===== src/rtl/mseq_pkg.sv =====
// Shared types and helpers for the multi-channel M-sequence generator.
package mseq_pkg;

    typedef enum logic [1:0] {
        ST_IDLE  = 2'd0,
        ST_LOAD  = 2'd1,
        ST_RUN   = 2'd2,
        ST_DRAIN = 2'd3
    } mseq_state_e;

    localparam int MAX_ORDER = 32;

    function automatic logic [31:0] order_mask(input int order);
        if (order >= MAX_ORDER) begin
            return 32'hFFFF_FFFF;
        end else begin
            return (32'd1 << order) - 32'd1;
        end
    endfunction

    function automatic logic [31:0] rotl(input logic [31:0] v, input int amt, input int order);
        int a;
        a = amt % order;
        if (a == 0) begin
            return v & order_mask(order);
        end else begin
            return ((v << a) | (v >> (order - a))) & order_mask(order);
        end
    endfunction

    // Fibonacci step: feedback shifts in at bit 0, output is the MSB.
    function automatic logic [31:0] lfsr_step(input logic [31:0] s, input logic [31:0] taps,
                                              input int order);
        logic fb;
        fb = ^(s & taps & order_mask(order));
        return ((s << 1) | {31'd0, fb}) & order_mask(order);
    endfunction

    function automatic logic [31:0] prim_taps(input int order);
        case (order)
            2:       return 32'h0000_0003;
            3:       return 32'h0000_0006;
            4:       return 32'h0000_000C;
            5:       return 32'h0000_0014;
            6:       return 32'h0000_0030;
            7:       return 32'h0000_0060;
            8:       return 32'h0000_00B8;
            16:      return 32'h0000_D008;
            32:      return 32'h8020_0003;
            default: return (32'd3 << (order - 2)) & order_mask(order);
        endcase
    endfunction

endpackage


===== src/rtl/mseq_lfsr_ch.sv =====
// One generator channel: state register plus a STEPS-deep unrolled advance.
// Zero-state recovery is compiled in with MSEQ_LOCKUP_RECOVER_EN.
module mseq_lfsr_ch
    import mseq_pkg::*;
#(
    parameter int ORDER  = 4,
    parameter int STEPS  = 1,
    parameter int CH_IDX = 0
) (
    input  logic             clk,
    input  logic             rst,
    input  logic             load_i,
    input  logic             adv_i,
    input  logic [ORDER-1:0] seed_i,
    input  logic [ORDER-1:0] taps_i,
    output logic [STEPS-1:0] bits_o,
`ifdef MSEQ_LOCKUP_RECOVER_EN
    output logic             zero_o,
`endif
    output logic             sop_o
);

`ifdef MSEQ_LOCKUP_RECOVER_EN
    localparam logic [ORDER-1:0] RELOAD = ORDER'(rotl(32'd1, CH_IDX, ORDER));
`endif

    logic [ORDER-1:0] state_q, state_d;
    logic [ORDER-1:0] seed_q;
    logic [ORDER-1:0] seed_rot_s;
    logic [ORDER-1:0] start_s;
    logic [ORDER-1:0] walk_s;
    logic [STEPS-1:0] bits_s;

    assign seed_rot_s = ORDER'(rotl(32'(seed_i), CH_IDX, ORDER));

    // Bits of the next word and the state after STEPS advances.
    always_comb begin
        start_s = state_q;
`ifdef MSEQ_LOCKUP_RECOVER_EN
        if (state_q == {ORDER{1'b0}}) begin
            start_s = RELOAD;
        end else begin
            start_s = state_q;
        end
`endif
        walk_s = start_s;
        bits_s = {STEPS{1'b0}};
        for (int k = 0; k < STEPS; k++) begin
            bits_s[k] = walk_s[ORDER-1];
            walk_s    = ORDER'(lfsr_step(32'(walk_s), 32'(taps_i), ORDER));
        end
    end

    // Next-state select: load has priority over advance.
    always_comb begin
        if (load_i) begin
            state_d = seed_rot_s;
        end else if (adv_i) begin
            state_d = walk_s;
        end else begin
            state_d = state_q;
        end
    end

    // State and latched-seed registers.
    always_ff @(posedge clk or posedge rst) begin
        if (rst) begin
            state_q <= {ORDER{1'b0}};
            seed_q  <= {ORDER{1'b0}};
        end else begin
            state_q <= state_d;
            if (load_i) begin
                seed_q <= seed_rot_s;
            end
        end
    end

    assign bits_o = bits_s;
    // Only channel 0 defines period alignment; others are neutral in the AND-reduce.
    assign sop_o  = (CH_IDX == 0) ? (state_q == seed_q) : 1'b1;
`ifdef MSEQ_LOCKUP_RECOVER_EN
    assign zero_o = (state_q == {ORDER{1'b0}});
`endif

endmodule


===== src/rtl/mseq_gen_mc.sv =====
// Multi-channel, multi-bit-per-cycle M-sequence source with start/stop and valid/ready.
// Optional zero-state recovery: define MSEQ_LOCKUP_RECOVER_EN.
module mseq_gen_mc
    import mseq_pkg::*;
#(
    parameter int ORDER = 4,
    parameter int CH    = 2,
    parameter int STEPS = 1
) (
    input  logic                clk,
    input  logic                rst,
    input  logic [ORDER-1:0]    cfg_taps,
    input  logic [ORDER-1:0]    cfg_seed,
    input  logic                start,
    input  logic                stop,
    output logic                busy,
    output logic                out_valid,
    input  logic                out_ready,
    output logic [CH*STEPS-1:0] out_data,
    output logic                out_sop,
    output logic                lockup_flag
);

    mseq_state_e         state_q, state_d;
    logic [ORDER-1:0]    taps_q;
    logic [ORDER-1:0]    seed_eff_s;
    logic                valid_q;
    logic [CH*STEPS-1:0] data_q;
    logic                sop_q;
    logic                busy_q;
    logic                flag_q;
    logic                load_s;
    logic                adv_s;
    logic                hs_s;
    logic [CH*STEPS-1:0] bits_s;
    logic [CH-1:0]       sop_s;
`ifdef MSEQ_LOCKUP_RECOVER_EN
    logic [CH-1:0]       zero_s;

    assign seed_eff_s = (cfg_seed == {ORDER{1'b0}}) ? {{(ORDER-1){1'b0}}, 1'b1} : cfg_seed;
`else
    assign seed_eff_s = cfg_seed;
`endif

    assign hs_s = valid_q & out_ready;

    for (genvar c = 0; c < CH; c++) begin : g_ch
        mseq_lfsr_ch #(
            .ORDER  (ORDER),
            .STEPS  (STEPS),
            .CH_IDX (c)
        ) u_ch (
            .clk    (clk),
            .rst    (rst),
            .load_i (load_s),
            .adv_i  (adv_s),
            .seed_i (seed_eff_s),
            .taps_i (taps_q),
            .bits_o (bits_s[c*STEPS +: STEPS]),
`ifdef MSEQ_LOCKUP_RECOVER_EN
            .zero_o (zero_s[c]),
`endif
            .sop_o  (sop_s[c])
        );
    end

    // FSM next-state and per-cycle load/advance strobes.
    always_comb begin
        state_d = state_q;
        load_s  = 1'b0;
        adv_s   = 1'b0;
        case (state_q)
            ST_IDLE: begin
                if (start && !stop) begin
                    state_d = ST_LOAD;
                end else begin
                    state_d = ST_IDLE;
                end
            end
            ST_LOAD: begin
                load_s  = 1'b1;
                state_d = ST_RUN;
            end
            ST_RUN: begin
                if (stop) begin
                    state_d = ST_DRAIN;
                end else begin
                    adv_s   = !valid_q || out_ready;
                    state_d = ST_RUN;
                end
            end
            ST_DRAIN: begin
                if (!valid_q || out_ready) begin
                    state_d = ST_IDLE;
                end else begin
                    state_d = ST_DRAIN;
                end
            end
            default: state_d = ST_IDLE;
        endcase
    end

    // FSM state register.
    always_ff @(posedge clk or posedge rst) begin
        if (rst) begin
            state_q <= ST_IDLE;
            busy_q  <= 1'b0;
        end else begin
            state_q <= state_d;
            busy_q  <= (state_d != ST_IDLE);
        end
    end

    // Output word register; a presented word is held until accepted.
    always_ff @(posedge clk or posedge rst) begin
        if (rst) begin
            taps_q  <= {ORDER{1'b0}};
            valid_q <= 1'b0;
            data_q  <= {(CH*STEPS){1'b0}};
            sop_q   <= 1'b0;
        end else begin
            if (load_s) begin
                taps_q <= cfg_taps;
            end
            if (adv_s) begin
                data_q  <= bits_s;
                sop_q   <= &sop_s;
                valid_q <= 1'b1;
            end else if (hs_s) begin
                valid_q <= 1'b0;
            end
        end
    end

`ifdef MSEQ_LOCKUP_RECOVER_EN
    // Sticky lockup indicator, cleared by a new load.
    always_ff @(posedge clk or posedge rst) begin
        if (rst) begin
            flag_q <= 1'b0;
        end else if (load_s) begin
            flag_q <= 1'b0;
        end else if (adv_s && (|zero_s)) begin
            flag_q <= 1'b1;
        end
    end
`else
    assign flag_q = 1'b0;
`endif

    assign busy        = busy_q;
    assign out_valid   = valid_q;
    assign out_data    = data_q;
    assign out_sop     = sop_q;
    assign lockup_flag = flag_q;

endmodule


===== config.mk =====
export PLATFORM = sky130hd
export DESIGN_NAME = mseq_gen_mc
export DESIGN_NICKNAME = d
export VERILOG_FILES = /design/src/rtl/mseq_pkg.sv /design/src/rtl/mseq_lfsr_ch.sv /design/src/rtl/mseq_gen_mc.sv
export SDC_FILE = /design/constraint.sdc
export NUM_CORES = 1
export LEC_CHECK = 0
export CAP_MARGIN = 20
export CORE_UTILIZATION = 50
export CTS_BUF_LIST = sky130_fd_sc_hd__clkbuf_8
export CTS_CLUSTER_DIAMETER = 50
export DETAILED_ROUTE_END_ITERATION = 7
export PLACE_DENSITY_LB_ADDON = 0.15
export SETUP_SLACK_MARGIN = 0.3
export SLEW_MARGIN = 20
export SYNTH_ARGS = -nofsm -noshare
export SYNTH_HDL_FRONTEND = slang
export SYNTH_SLANG_ARGS = --single-unit

===== constraint.sdc =====
create_clock -name clk -period 1.6 [get_ports clk]
set_input_delay 0.32 -clock clk [delete_from_list [all_inputs] [get_ports clk]]
set_output_delay 0.32 -clock clk [all_outputs]
set_load 0.1 [all_outputs]

==> results of run 1 <==
routing by layer:
layer | global-route usage (%) | share of wire [%] | vias to the layer above
li1 | - | - | 390
met1 | 24.8 | 46 | 379
met2 | 33.3 | 48 | 22
met3 | 3.14 | 3.8 | 6
met4 | 10.3 | 1.8 | 0
met5 | 0 | 0 | -
worst paths after layout:
| check | from | depth (start not counted) | slack, ns | endpoint |
|---|---|---|---|---|
| worst max-delay path | out_valid | 1 | 0.33 | out_valid |
| worst min-delay path | rst | 3 | 0.40 | g_ch[0].u_ch.seed_q[3] |
| worst max register to register | state_q[0] | 3 | 0.34 | out_data[1] |
| worst min register to register | g_ch[0].u_ch.seed_q[3] | 2 | 0.51 | g_ch[0].u_ch.seed_q[3] |
| max in group asynchronous | rst | 3 | 0.96 | out_valid |
| min in group clk | out_ready | 3 | 0.41 | out_valid |
tightest hold or removal path: cells and delay by family:
| kind | cells | cell delay, ns |
|---|---|---|
| buf+inv | 3 | 0.73 |
stage by stage:
stage                     hold slack (ns)  setup TNS [ns]  power (mW)  instances
after floorplan                     0.322               0        2.38        109
after global placement              0.486               0        2.81        150
after detailed placement            0.489        -0.00200        2.87        150
after CTS                           0.414               0        3.26        155
after global routing                0.418               0        3.48        155
final                               0.398               0        3.28        155
state kept, by name, summed over array words and instances (netlist names):
| register | flops |
|---|---|
| busy | 1 |
| taps_q | 4 |
| out_sop | 1 |
| g_ch.u_ch.seed_q | 4 |
| out_data | 2 |
| g_ch.u_ch.start_s | 8 |
| out_valid | 1 |
| state_q | 2 |
what timing repair did:
action | in CTS | in global routing
pin swaps | 2 | 2
cloned | 1 | 0
setup endpoints to repair | 9 | 8
resized for setup | 3 | 5
buffers inserted | 0 | 0
synthesized netlist by cell type:
cell | number | share of area (%)
nand2_1 | 35 | 12
mux2_2 | 2 | 2.1
o21ai_0 | 2 | 0.92
mux2i_1 | 7 | 6.5
o211ai_1 | 2 | 1.4
inv_1 | 2 | 0.69
o21ai_1 | 1 | 0.46
xnor2_1 | 10 | 8.1
nand2b_2 | 1 | 0.81
and3_2 | 1 | 0.69
nand2b_1 | 1 | 0.58
nand3_1 | 2 | 0.92
a32o_1 | 1 | 0.92
nand3_4 | 1 | 1.6
nor2b_1 | 1 | 0.58
a21oi_1 | 5 | 2.3
nor2_2 | 1 | 0.58
nand4_1 | 1 | 0.58
buf_6 | 1 | 1.0
nor2_1 | 4 | 1.4
dfrtp_1 | 23 | 53
conb_1 | 1 | 0.35
buf_2 | 2 | 0.92
buf_4 | 2 | 1.4
power by group through the flow:
stage	logic [mW]	registers, mW	clock network [mW]
6_report	1.72	1.21	0.349
2_1_floorplan	0.847	1.53	0
5_1_grt	1.85	1.25	0.382
4_1_cts	1.72	1.19	0.353
3_5_place_dp	1.68	1.19	0
3_3_place_gp	1.64	1.18	0
cells by family (layout without fill, tap and decap cells):
logic type / count (synthesis) / count (layout) / synth area share, %
mux: 9 / 9 / 8.55
simple gates: 48 / 49 / 19.9
compound gates: 11 / 11 / 6.00
xor+xnor: 10 / 10 / 8.08
buf+inv: 7 / 25 / 4.04
other cells: 1 / 1 / 0.346
flops: 23 / 23 / 53.1
cell type report:
| type | instances | area (µm²) | area share [%] |
|---|---|---|---|
| Sequential cell | 23 | 581 | 41.3 |
| Multi-Input combinational cell | 80 | 498 | 35.4 |
| Timing Repair Buffer | 19 | 240 | 17.1 |
| Clock buffer | 3 | 41.3 | 2.94 |
| Tap cell | 27 | 33.8 | 2.40 |
| Inverter | 2 | 7.51 | 0.534 |
| Clock inverter | 1 | 3.75 | 0.267 |
==> impl_results.md, run 1 <==
- Switching pwr: 1.46 mW
- Synthesis-to-layout area growth: 29.7%
- Worst path bufs/invs: 1
- Final nets: 142
- Residual overflow from global routing: 0
- CTS tree: built
- Mapped cell area: ~1100 µm²
- Peak supply drop: 0.00129 V
- Switch share: 44.7%
- Vias per cell: 5.14
- Critical Path, Cell by Cell: buf_12
- Synth unique cells: 24
- Synthesized instance count: about 110
- Period minus WS final: 1.27 ns
- Comb pwr share: 52.5%
- Wire length of the first global-routing pass: 3570 µm
- N_diodes: 0
- Flop pwr share: 36.9%
- Commonest cells after routing, fill and taps aside: nand2_1 (35), dfrtp_1 (21), xnor2_1 (10), clkdlybuf4s50_1 (10), mux2i_1 (7)
- Fmax: 790 MHz
- Max incr delay on CP: 0.51 ns
- Clock network fraction of total power: 10.7%
- Clock tree buffer depth: 2
- Vias in the first global route: 803
- Status: completed
- Max-cap violations: 0
- Commonest non-fill, non-tap cell in the layout: nand2_1
- Startpoint Class: flip-flop
- Root buffer cell: clkbuf_8
- Power Density: 2330 nW/µm²
- Core Util, Final: 70.2%
- Worst slack, placed: -0.00122 ns
- Pins Over Slew Limit: 0
- Syn_nets: 122
- RSZ-0062 raised after global routing: false
- Antenna Nets Post-Route: 0
- Min-delay worst type: input pin to asynchronous set/reset pin
- WP data arrival: approximately 0.95 ns
- Row count: 16
- CTS Buf Count: 3
- RePlAce Congestion: 0.734
- #FFs+latches synth: 23
- Syn Area/Cell: 9.94 µm²
- Pint: 1.81 mW
- Largest fanout on the critical path: 2
- Final Hold Violating Endpoints: 0
- Ports: 19
- H-tree depth: 1
- Cts hold-fix bufs: 0
- Setup CP Type: flip-flop to primary output
- Yosys warning count: 0
- Worst Setup End Kind: primary output
- Largest net degree at the start of global routing: 24
- Initial antenna violation count: 0
- Port Buffers: 17
- Layout cell share with drive strength beyond 1: 16.4%
- Lkg Pwr: approximately 0.68 nW
- Final setup skew: 0.00301 ns
- DRC violations left: 0
- Dpl hpwl: between 1000 and 1500 µm
- Seq/Total Area, Yosys: 53.1%
- Crit path max-delay family: flip-flops
- Die Width: a little under 50 µm
- Die area: roughly 2400 µm²
- Worst setup margin: 0.335 ns
- Clock Pin Slew Worst Setup and Hold Paths: 0.08 ns
- FILL cells: 147
- Initial core utilization: 54.1%
- Clock net sink count: 23
- Core Box Area: 2000 µm²
- DP Area: ~1300 µm²
- WL/cell: 13.3 µm
- Via Count: 797
- Drt pass-1 iters: 4
- Die height: 48.6 µm
- CP max stage cell: dfrtp_4
- GR Util All Layers: 19.9%
- Final setup fails: 0
- Overall routed net length: 2070 µm
- Final period utilization: 79.1%
- Clk_lat worst skew: between 0.2 and 0.3 ns
- WP data required: ~1.3 ns
- Final instance area: about 1400 µm²
- Initial DRC Count: 19
(Power assumes the default switching activity.)
==> run 2: changes to the inputs <==
==> constraint.sdc (replaced) <==
create_clock -name clk -period 1.2 [get_ports clk]
set_input_delay 0.24 -clock clk [delete_from_list [all_inputs] [get_ports clk]]
set_output_delay 0.24 -clock clk [all_outputs]
set_load 0.1 [all_outputs]
==> run 2 against run 1 <==
The flow now finishes with violations (negative setup slack). Sequential share of layout area decreased by 8.3 points. Die area stayed put. Non-clock buffer count up 19. Clock power up 38%. First-iteration DRC count rose to 2.9 times the previous value. Largest cell class is now multi-input combinational cells. Largest power group unchanged.
==> impl_results.md, run 2 (same netlist as run 1, synthesis figures left out) <==
- Status: finished with violations (was completed)
- Violated checks: negative setup slack
- Dpl hpwl: 1560 µm (was 1400 µm)
- Pins Over Slew Limit: 0 (unchanged)
- Clk_lat worst skew: 0.27 ns (was 0.26 ns)
- Synthesis-to-layout area growth: 64.1% (was 29.7%)
- Core Util, Final: 88.8% (was 70.2%)
- Clock Pin Slew Worst Setup and Hold Paths: 0.08 ns (about the same)
- R2r setup slk: -0.1 ns (was 0.34 ns)
- WL/cell: 19.0 µm (was 13.3 µm)
- RSZ-0062 raised after global routing: true (was false)
- CTS tree: built (unchanged)
- Final instance area: 1780 µm² (was 1410 µm²)
- Ports: 19 (unchanged)
- Final setup skew: 0.00425 ns (was 0.00301 ns)
- Worst setup margin: -0.0960 ns (was 0.335 ns)
- Commonest cells after routing, fill and taps aside: nand2_1 (19), dfrtp_1 (16), clkdlybuf4s50_1 (11) (was nand2_1 (35), dfrtp_1 (21), xnor2_1 (10), clkdlybuf4s50_1 (10), mux2i_1 (7))
- Die area: 2360 µm² (unchanged)
- FILL cells: 72 (was 147)
- Core Box Area: 2000 µm² (unchanged)
- Vias per cell: 5.78 (was 5.14)
- Initial antenna violation count: 0 (unchanged)
- Final nets: 161 (was 142)
- Initial DRC Count: 55 (was 19)
- Peak supply drop: 0.00254 V (was 0.00129 V)
- RePlAce Congestion: 0.792 (was 0.734)
- Residual overflow from global routing: 0 (unchanged)
- Lkg Pwr: 0.817 nW (was 0.681 nW)
- FF-to-FF End: g_ch[1].u_ch.start_s[1] (was out_data[1])
- Startpoint Class: flip-flop (unchanged)
- Largest net degree at the start of global routing: 24 (unchanged)
- PnR Total Power: 5.65 mW (was 3.28 mW)
- Final setup fails: 9 (was 0)
- R2R cell count: 4 (was 3)
- Largest fanout on the critical path: 8 (was 2)
- Worst Setup End Kind: flip-flop (was primary output)
- Die Width: 48.6 µm (unchanged)
- Power Density: 3180 nW/µm² (was 2330 nW/µm²)
- Max-cap violations: 0 (unchanged)
- H-tree depth: 1 (unchanged)
- CTS Buf Count: 3 (unchanged)
- N_diodes: 0 (unchanged)
- Row count: 16 (unchanged)
- Final Hold Violating Endpoints: 0 (unchanged)
- Commonest non-fill, non-tap cell in the layout: nand2_1 (unchanged)
- Die height: 48.6 µm (unchanged)
- Port Buffers: 17 (unchanged)
- DP Area: 1400 µm² (was 1330 µm²)
- GR Util All Layers: 27.3% (was 19.9%)
- Vias in the first global route: 990 (was 803)
- Critical Path Source: out_valid (unchanged)
- Initial core utilization: 54.1% (unchanged)
- WP data required: 1.35 ns (was 1.28 ns)
- Clock tree buffer depth: 2 (unchanged)
- Antenna Nets Post-Route: 0 (unchanged)
- Via Count: 1,005 (was 797)
- Max reg flops: 8 (unchanged)
- Setup CP Type: flip-flop to flip-flop (was flip-flop to primary output)
- Overall routed net length: 3300 µm (was 2070 µm)
- Fmax: just under 800 MHz
- Layout cell share with drive strength beyond 1: 49.0% (was 16.4%)
- Min-delay worst type: input pin to asynchronous set/reset pin (unchanged)
- Period minus WS final: 1.30 ns
- Wire length of the first global-routing pass: 4840 µm (was 3570 µm)
- WP data arrival: 1.44 ns (was 0.95 ns)
- Clock net sink count: 23 (unchanged)
- DRC violations left: 0 (unchanged)
- Drt pass-1 iters: 4 (unchanged)
- Final period utilization: 108%
- R2R Path Start: out_valid (was state_q[0])
- Root buffer cell: clkbuf_8 (unchanged)
[run 2: cell count changes in the layout (fill, tap and decap cells not counted), moves of 3 or more]
cell     change
nand2_2      +9
nor2_1       -3
dfrtp_1      -5
nand2_1     -16
buf_4        +6
buf_12       +4
nand2_4      +7
nor2_2       +3
buf_6        +8
dfrtp_2      +5
[run 2: through the flow]
stage                     hold WS [ns]  setup TNS [ns]  std cells  worst slack (ns)
after floorplan                  0.242          -0.907        109            -0.145
after global placement           0.482           -3.01        155            -0.286
after detailed placement         0.483           -3.54        155            -0.331
after CTS                        0.305          -0.109        168           -0.0841
after global routing             0.368          -0.880        174            -0.136
final                            0.342          -0.465        174           -0.0960
[run 2: worst max-delay path by stage]
| stage | end | cells past startpoint |
|---|---|---|
| after global routing | g_ch[0].u_ch.start_s[2] | 4 |
| after detailed placement | out_data[0] | 4 |
| after global placement | out_data[0] | 4 |
| after floorplan | g_ch[0].u_ch.start_s[1] | 5 |
| final | g_ch[1].u_ch.start_s[1] | 4 |
| after CTS | out_valid | 2 |
[run 2: worst max-delay path: stages (launching register included)]
cell,delay (ns)
dfrtp_4,0.50
nand2b_4,0.12
nand3_4,0.18
mux2i_2,0.25
o21ai_1,0.12
[run 2: power breakdown]
part	internal [mW]	leakage, nW	switching, mW	total (mW)
clock network	0.229	0.0269	0.253	0.482
registers	1.20	0.270	0.508	1.71
logic	1.68	0.520	1.78	3.45
total	3.10	0.817	2.54	5.65
[run 2: area by class of cell]
class	count	area (µm²)	area share [%]
clock inverters	1	3.75	0.211
inverters	2	7.51	0.422
clock buffers	3	41.3	2.32
flip-flops and latches	23	587	33.0
well taps	27	33.8	1.90
repair buffers	38	480	27.0
multi-input cells	80	624	35.1
[run 2: metal layers]
layer  wire, µm  global-route usage, %  part of all wire (%)  up-vias
li1           -                      -                     -      430
met1       1390                   34.6                    42      504
met2       1560                   44.8                    47       51
met3        220                   5.97                   6.7       20
met4        131                   12.3                   4.0        0
met5          0                      0                     0        -
[run 2: what timing repair did]
action	CTS	global route
buffers inserted	7	6
cloned	2	0
pin swaps	24	12
setup endpoints to repair	28	28
hold buffers	0	0
resized for setup	29	22
